### src/rtl/pipeline_pkg.sv
// Shared types and defaults for the 5-stage pipeline hazard sequencer.
package pipeline_pkg;

  typedef enum logic [1:0] {RUN, FLUSH, IO_WAIT} hazard_state_t;

  localparam int REGADDRWIDTH       = 4;
  localparam int IO_TIMEOUT_DEFAULT = 255;

  // Width of a counter that must hold values 0..n.
  function automatic int cnt_width(input int n);
    return (n < 1) ? 1 : $clog2(n + 1);
  endfunction

endpackage

### src/rtl/hazard_sequencer_if.sv
// Hazard-sequencer signal bundle: per-stage hazard inputs, IO handshake, stall/flush enables.
interface hazard_sequencer_if #(
  parameter int REGADDRWIDTH = pipeline_pkg::REGADDRWIDTH
);
  logic                    takeBranchE;
  logic                    writeEnableE;
  logic                    resultSelectorWBE;
  logic [REGADDRWIDTH-1:0] destRegE;
  logic [REGADDRWIDTH-1:0] srcReg1D;
  logic [REGADDRWIDTH-1:0] srcReg2D;
  logic                    outFlagIOM;
  logic                    ioAck;
  logic                    stallF, stallD, stallE, stallM;
  logic                    flushD, flushE;
  logic                    ioReq;
  logic                    ioTimeoutErr;

  modport master (
    output takeBranchE, writeEnableE, resultSelectorWBE, destRegE, srcReg1D, srcReg2D,
           outFlagIOM, ioAck,
    input  stallF, stallD, stallE, stallM, flushD, flushE, ioReq, ioTimeoutErr
  );

  modport slave (
    input  takeBranchE, writeEnableE, resultSelectorWBE, destRegE, srcReg1D, srcReg2D,
           outFlagIOM, ioAck,
    output stallF, stallD, stallE, stallM, flushD, flushE, ioReq, ioTimeoutErr
  );
endinterface

### src/rtl/hazard_sequencer_io_wait_timer.sv
// IO handshake watchdog: counts cycles in IO_WAIT, reports ack/timeout, keeps a sticky error.
module io_wait_timer #(
  parameter int IOTIMEOUT = pipeline_pkg::IO_TIMEOUT_DEFAULT
) (
  input  logic clk,
  input  logic reset,
  input  logic start,
  input  logic active,
  input  logic ioAck,
  output logic done,
  output logic ioTimeoutErr
);
  import pipeline_pkg::*;

  localparam int            TW   = cnt_width(IOTIMEOUT);
  localparam logic [TW-1:0] LAST = TW'(IOTIMEOUT - 1);

  logic [TW-1:0] timer;
  logic          at_last;

  assign at_last = (timer == LAST);
  // An ack landing on the final cycle wins over the timeout.
  assign done    = active & (ioAck | at_last);

  always_ff @(posedge clk or posedge reset) begin
    if (reset) begin
      timer        <= '0;
      ioTimeoutErr <= 1'b0;
    end else begin
      if (start)
        timer <= '0;
      else if (active && !done)
        timer <= timer + TW'(1);
      if (active && !ioAck && at_last)
        ioTimeoutErr <= 1'b1;
    end
  end
endmodule

### src/rtl/hazard_sequencer.sv
// Stall/flush sequencer for the F/D/E/M/WB pipeline: load-use, taken-branch and IO freeze.
// Optional HAZARD_PERF_EN adds saturating stallCount/flushCount outputs.
module hazard_sequencer #(
  parameter int REGADDRWIDTH = pipeline_pkg::REGADDRWIDTH,
  parameter int FLUSHCYCLES  = 1,
  parameter int IOTIMEOUT    = pipeline_pkg::IO_TIMEOUT_DEFAULT
) (
  input  logic               clk,
  input  logic               reset,
  hazard_sequencer_if.slave  hs
`ifdef HAZARD_PERF_EN
  ,
  output logic [15:0]        stallCount,
  output logic [15:0]        flushCount
`endif
);
  import pipeline_pkg::*;

  localparam int            CW     = cnt_width(FLUSHCYCLES);
  localparam logic [CW-1:0] RELOAD = CW'(FLUSHCYCLES - 1);

  hazard_state_t           state, state_nxt;
  logic [CW-1:0]           cnt, cnt_nxt;
  logic [REGADDRWIDTH-1:0] rd_e, rs1_d, rs2_d;
  logic                    load_use, io_start, io_done, io_req, io_err;
  logic                    s_fd, s_em, f_d, f_e;

  assign rd_e     = hs.destRegE;
  assign rs1_d    = hs.srcReg1D;
  assign rs2_d    = hs.srcReg2D;
  assign load_use = hs.resultSelectorWBE & hs.writeEnableE & ((rd_e == rs1_d) | (rd_e == rs2_d));

  always_ff @(posedge clk or posedge reset) begin
    if (reset) begin
      state  <= RUN;
      cnt    <= '0;
      io_req <= 1'b0;
    end else begin
      state <= state_nxt;
      cnt   <= cnt_nxt;
      if (io_start)
        io_req <= 1'b1;
      else if (io_done)
        io_req <= 1'b0;
    end
  end

  // IO freeze outranks branch, branch outranks load-use (Decode is wrong-path then).
  always_comb begin
    s_fd      = 1'b0;
    s_em      = 1'b0;
    f_d       = 1'b0;
    f_e       = 1'b0;
    io_start  = 1'b0;
    state_nxt = state;
    cnt_nxt   = cnt;
    unique case (state)
      RUN, FLUSH: begin
        if (hs.outFlagIOM) begin
          s_fd      = 1'b1;
          s_em      = 1'b1;
          io_start  = 1'b1;
          state_nxt = IO_WAIT;
        end else if (hs.takeBranchE) begin
          f_d = 1'b1;
          f_e = 1'b1;
          if (FLUSHCYCLES > 1) begin
            state_nxt = FLUSH;
            cnt_nxt   = RELOAD;
          end
        end else if (state == FLUSH) begin
          f_d     = 1'b1;
          cnt_nxt = cnt - CW'(1);
          if (cnt == CW'(1))
            state_nxt = RUN;
        end else if (load_use) begin
          s_fd = 1'b1;
          f_e  = 1'b1;
        end
      end
      IO_WAIT: begin
        s_fd = 1'b1;
        s_em = 1'b1;
        if (io_done)
          state_nxt = RUN;
      end
      default: state_nxt = RUN;
    endcase
  end

  io_wait_timer #(.IOTIMEOUT(IOTIMEOUT)) u_timer (
    .clk          (clk),
    .reset        (reset),
    .start        (io_start),
    .active       (state == IO_WAIT),
    .ioAck        (hs.ioAck),
    .done         (io_done),
    .ioTimeoutErr (io_err)
  );

  assign hs.stallF       = s_fd & ~reset;
  assign hs.stallD       = s_fd & ~reset;
  assign hs.stallE       = s_em & ~reset;
  assign hs.stallM       = s_em & ~reset;
  assign hs.flushD       = f_d  & ~reset;
  assign hs.flushE       = f_e  & ~reset;
  assign hs.ioReq        = io_req;
  assign hs.ioTimeoutErr = io_err;

`ifdef HAZARD_PERF_EN
  always_ff @(posedge clk or posedge reset) begin
    if (reset) begin
      stallCount <= '0;
      flushCount <= '0;
    end else begin
      if (hs.stallF && stallCount != 16'hFFFF)
        stallCount <= stallCount + 16'd1;
      if ((hs.flushD || hs.flushE) && flushCount != 16'hFFFF)
        flushCount <= flushCount + 16'd1;
    end
  end
`endif
endmodule

### src/flat_wrapper.sv
// flat-port wrapper written by rule: the top's interface ports become plain ports
module hazard_sequencer_flat import pipeline_pkg::*;
#(
  parameter int REGADDRWIDTH = pipeline_pkg::REGADDRWIDTH,
  parameter int FLUSHCYCLES  = 1,
  parameter int IOTIMEOUT    = pipeline_pkg::IO_TIMEOUT_DEFAULT
)
  (clk, reset, hs_takeBranchE, hs_writeEnableE, hs_resultSelectorWBE, hs_destRegE, hs_srcReg1D, hs_srcReg2D, hs_outFlagIOM, hs_ioAck, hs_stallF, hs_stallD, hs_stallE, hs_stallM, hs_flushD, hs_flushE, hs_ioReq, hs_ioTimeoutErr);
  hazard_sequencer_if #(.REGADDRWIDTH(REGADDRWIDTH)) hs_i ();
  input  logic clk;
  input  logic reset;
  input wire logic [$bits(hs_i.takeBranchE)-1:0] hs_takeBranchE;
  input wire logic [$bits(hs_i.writeEnableE)-1:0] hs_writeEnableE;
  input wire logic [$bits(hs_i.resultSelectorWBE)-1:0] hs_resultSelectorWBE;
  input wire logic [$bits(hs_i.destRegE)-1:0] hs_destRegE;
  input wire logic [$bits(hs_i.srcReg1D)-1:0] hs_srcReg1D;
  input wire logic [$bits(hs_i.srcReg2D)-1:0] hs_srcReg2D;
  input wire logic [$bits(hs_i.outFlagIOM)-1:0] hs_outFlagIOM;
  input wire logic [$bits(hs_i.ioAck)-1:0] hs_ioAck;
  output wire logic [$bits(hs_i.stallF)-1:0] hs_stallF;
  output wire logic [$bits(hs_i.stallD)-1:0] hs_stallD;
  output wire logic [$bits(hs_i.stallE)-1:0] hs_stallE;
  output wire logic [$bits(hs_i.stallM)-1:0] hs_stallM;
  output wire logic [$bits(hs_i.flushD)-1:0] hs_flushD;
  output wire logic [$bits(hs_i.flushE)-1:0] hs_flushE;
  output wire logic [$bits(hs_i.ioReq)-1:0] hs_ioReq;
  output wire logic [$bits(hs_i.ioTimeoutErr)-1:0] hs_ioTimeoutErr;
  assign hs_i.takeBranchE = hs_takeBranchE;
  assign hs_i.writeEnableE = hs_writeEnableE;
  assign hs_i.resultSelectorWBE = hs_resultSelectorWBE;
  assign hs_i.destRegE = hs_destRegE;
  assign hs_i.srcReg1D = hs_srcReg1D;
  assign hs_i.srcReg2D = hs_srcReg2D;
  assign hs_i.outFlagIOM = hs_outFlagIOM;
  assign hs_i.ioAck = hs_ioAck;
  assign hs_stallF = hs_i.stallF;
  assign hs_stallD = hs_i.stallD;
  assign hs_stallE = hs_i.stallE;
  assign hs_stallM = hs_i.stallM;
  assign hs_flushD = hs_i.flushD;
  assign hs_flushE = hs_i.flushE;
  assign hs_ioReq = hs_i.ioReq;
  assign hs_ioTimeoutErr = hs_i.ioTimeoutErr;
  hazard_sequencer #(.REGADDRWIDTH(REGADDRWIDTH), .FLUSHCYCLES(FLUSHCYCLES), .IOTIMEOUT(IOTIMEOUT)) u_core (.clk(clk), .reset(reset), .hs(hs_i));
endmodule
### config.mk
export PLATFORM = sky130hd
export DESIGN_NAME = hazard_sequencer_flat
export DESIGN_NICKNAME = d
export VERILOG_FILES = /design/src/rtl/pipeline_pkg.sv /design/src/rtl/hazard_sequencer_if.sv /design/src/rtl/hazard_sequencer_io_wait_timer.sv /design/src/rtl/hazard_sequencer.sv /design/src/flat_wrapper.sv
export SDC_FILE = /design/constraint.sdc
export NUM_CORES = 1
export LEC_CHECK = 0
export ABC_AREA = 0
export CAP_MARGIN = 10
export CELL_PAD_IN_SITES_DETAIL_PLACEMENT = 1
export CELL_PAD_IN_SITES_GLOBAL_PLACEMENT = 2
export CORE_MARGIN = 2
export CORE_UTILIZATION = 22
export CTS_CLUSTER_SIZE = 16
export DETAILED_ROUTE_END_ITERATION = 10
export GPL_ROUTABILITY_DRIVEN = 0
export PLACE_DENSITY = 0.73
export SETUP_SLACK_MARGIN = 0.1
export SKIP_CTS_REPAIR_TIMING = 1
export SYNTH_ARGS = -nofsm -noshare
export SYNTH_HDL_FRONTEND = slang
export SYNTH_SLANG_ARGS = --single-unit
### constraint.sdc
create_clock -name clk -period 1.4 [get_ports clk]
set_input_delay 0.28 -clock clk [delete_from_list [all_inputs] [get_ports clk]]
set_output_delay 0.28 -clock clk [all_outputs]
set_load 0.01 [all_outputs]
==> run_results.csv <==
group,metric,value,unit
floorplan,fp.dieW,59.9,um
power_and_ir_drop,ir_drop,0.377,mV
sta,period_share,1.18,
sta,fin_ws,-252,ps
clock_tree,h-tree-depth,1,
clock_tree,cts_buffers,3,
power_and_ir_drop,p_per_area,779,nW/um^2
floorplan,num_rows,20,
cells_and_area,layout-drive-gt1-share,0.458,
cells_and_area,antenna_cells,0,
yosys,synth-seq-area-share,0.400,
setup_path,critPathCaptureType,"primary output",
hold_path,hold_class,"in -> async",
setup_path,critPathLaunchType,"input pin",
floorplan,start_util,0.229,
route,drc,0,
yosys,synth_most_common_cell,"dfrtp_1",
placed_design,post-dp-hpwl,1.74,mm
route,via_per_inst,4.95,
yosys,synth_top_cell_by_area,"dfrtp_1",
power_and_ir_drop,intPower,0.673,mW
flow_run,cap_violations,0,
yosys,yosys_warnings,0,
placed_design,dp_worst_setup_slack,-1070,ps
cells_and_area,syn_to_final_growth,86.4,%
sta,fmax,0.605,GHz
sta,rsz0062_at_grt,"true",
clock_tree,cts_sinks,11,
global_routing,grt_max_degree,12,
yosys,synth_simple_gate_area_frac,0.191,
yosys,synth.distinct_cells,30,
yosys,async_flop_share,1.00,
sta,worst_pin_slew,302,ps
route,drtIter0Drc,14,
yosys,synth_flop_cell,"dfrtp_1",
sta,finClkSkew,5.99,ps
setup_path,crit_chain,"dlymetal6s2s_1 > xor2_1 > nor4_2 > a41oi_2 > o32ai_2 > buf_2",
floorplan,die_y,59.9,um
yosys,synth_top_family_by_area,"compound AO/OA/AOI/OAI gates",
sta,setup_viol,10,
setup_path,critical_path.top_delay_family,"compound AO/OA/AOI/OAI gates",
power_and_ir_drop,p_leak,0.665,nW
setup_path,critPathLaunch,"hs_srcReg1D[1]",
sta,slew_headroom,0.796,
global_routing,grt_first_pass_wirelength,3.45,mm
global_routing,grtUsageTotal,0.129,
setup_path,cp.required,1120,ps
yosys,avgSynthCellArea,9.69,um^2
clock_tree,clkTransAtPathRegs,70,ps
global_routing,grt_pass1_vias,791,
setup_path,timing.rr.end,"u_core.u_timer.timer[7]$_DFFE_PP0P_",
power_and_ir_drop,p_clk_frac,0.224,
setup_path,reg2reg_slack,-80,ps
yosys,synthCells,71,
clock_tree,cts_root_buffer,"clkbuf_4",
global_routing,grt_overflow,0,
setup_path,crit_buf_inv,2,
sta,finalHoldViolCount,0,
global_routing,antenna_found_initial,0,
power_and_ir_drop,seqPwrFrac,0.378,
power_and_ir_drop,p_total,0.999,mW
yosys,synth-edff-count,0,
yosys,synth_top_area_share,0.400,
clock_tree,cts_buffer_depth,2,
yosys,syn_nets,92,
setup_path,cp_slowest_cell,"nor4_2",
yosys,synthMuxAreaShare,0,
placed_design,io_buffer_count,26,
setup_path,max_stage_delay,300,ps
route,wl_per_cell,14.8,um
cells_and_area,n_fill_cell,341,
setup_path,path_max_fanout,2,
power_and_ir_drop,combPwrFrac,0.398,
yosys,synth_area_leaders,"dfrtp_1 (40%), nand3_1 (5.1%), xnor2_1 (5.1%)",
power_and_ir_drop,power_switching,0.326,mW
setup_path,endpoint,"hs_stallF",
yosys,synth_compound_area_frac,0.227,
yosys,synth_seq_cells,11,
setup_path,reg2reg_from,"u_core.state[1]$_DFFE_PP0P_",
sta,final.min_clock_period,1650,ps
setup_path,ff2ff_path_depth,6,
yosys,synthXorXnorAreaFrac,0.102,
setup_path,crit_type,"in -> out",
clock_tree,clock_latency,280,ps
setup_path,cp.depth,6,
route,ant_nets,0,
floorplan,io_pins,27,
route,firstDrtPassIters,3,
sta,slew_violations,0,
yosys,synthAdderAreaFrac,0.0364,
sta,holdWs,114,ps
setup_path,arrival,1370,ps
route,routed_wl,2.24,mm
power_and_ir_drop,p_sw_frac,0.326,
status,outcome,"finished, violations left",
clock_tree,cts_tree,"done",
status,violations,"setup timing",
route,vias,747,
floorplan,coreArea,3000,um^2
cells_and_area,fin_nets,140,
yosys,syn-cell-area,688,um^2
floorplan,die-area,3590,um^2
yosys,synth_commonest_cells,"dfrtp_1 (11), nand3_1 (7)",
layout by cell type, fill, tap and decap left out, types with 2 or more instances in the layout:
cell             count
xor2_1               4
dfrtp_1             11
nand3_1              4
dlymetal6s2s_1      15
buf_6                3
xnor2_2              2
o311ai_2             2
nand2_1              3
o21ai_1              2
inv_1                2
nand3_2              2
o211ai_1             3
o31ai_1              2
buf_4               17
clkbuf_4             3
nor2_1               2
buf_2                5
xnor2_1              2
clkbuf_2             3
o41ai_1              2
clkdlybuf4s50_1      3
flip-flops by register name, indices dropped and copies added (netlist names):
signal / cells
u_core.u_timer.timer: 8
u_core.u_timer.ioTimeoutErr: 1
u_core.hs.ioReq: 1
u_core.state: 1
logic make-up after synthesis:
kind of cell,Yosys count
adder cells (fa/ha/maj),2
AND/OR/NAND/NOR,23
buffers and inverters,6
AO/OA/AOI/OAI,21
flip-flops,11
XOR/XNOR,8
worst reg2reg max path: stages (launching register included):
cell	delay, ps
dfrtp_1	370
buf_4	120
buf_6	100
and2b_2	200
nand2_2	70
or4_1	410
a21boi_1	140
final cells by class:
class | instances | area, um^2 | share of cell area
Clock buffer | 4 | 26.3 | 0.0205
Sequential cell | 11 | 275 | 0.215
Multi-Input combinational cell | 54 | 509 | 0.397
Inverter | 3 | 11.3 | 0.00878
Timing Repair Buffer | 46 | 419 | 0.327
Tap cell | 33 | 41.3 | 0.0322
routing by layer:
metal,vias to the layer above,share of wire,track usage
li1,359,-,-
met1,355,0.40,0.146
met2,28,0.51,0.230
met3,5,0.071,0.0216
met4,0,0.019,0.0667
met5,-,0,0
through the flow:
step	setup TNS (ps)	instance area (um^2)	util	cells
after CTS	-5130	1140	0.380	147
after global placement	-6170	1110	0.371	143
final	-1150	1280	0.427	151
after detailed placement	-6830	1110	0.371	143
after floorplan	-196	711	-	71
after global routing	-1990	1280	0.427	151
how the worst min path moves through the flow:
stage	start	endpoint	slack, ps	cells past startpoint
CTS	reset	u_core.u_timer.timer[2]$_DFFE_PP0P_	430	3
floorplan	reset	u_core.hs.ioReq$_DFFE_PP0P_	140	1
detailed placement	u_core.u_timer.ioTimeoutErr$_DFFE_PP0P_	u_core.u_timer.ioTimeoutErr$_DFFE_PP0P_	470	1
finish	reset	u_core.u_timer.timer[2]$_DFFE_PP0P_	110	3
global route	reset	u_core.u_timer.timer[4]$_DFFE_PP0P_	140	3
global placement	u_core.u_timer.ioTimeoutErr$_DFFE_PP0P_	u_core.u_timer.ioTimeoutErr$_DFFE_PP0P_	450	1
power by group through the flow:
stage	logic, mW	registers, mW	clock network [mW]
floorplan	0.133	0.390	0
global placement	0.333	0.376	0
detailed placement	0.345	0.379	0
CTS	0.349	0.373	0.235
global route	0.440	0.383	0.255
finish	0.398	0.378	0.224
No activity file was read; power rests on OpenSTA's default activity.
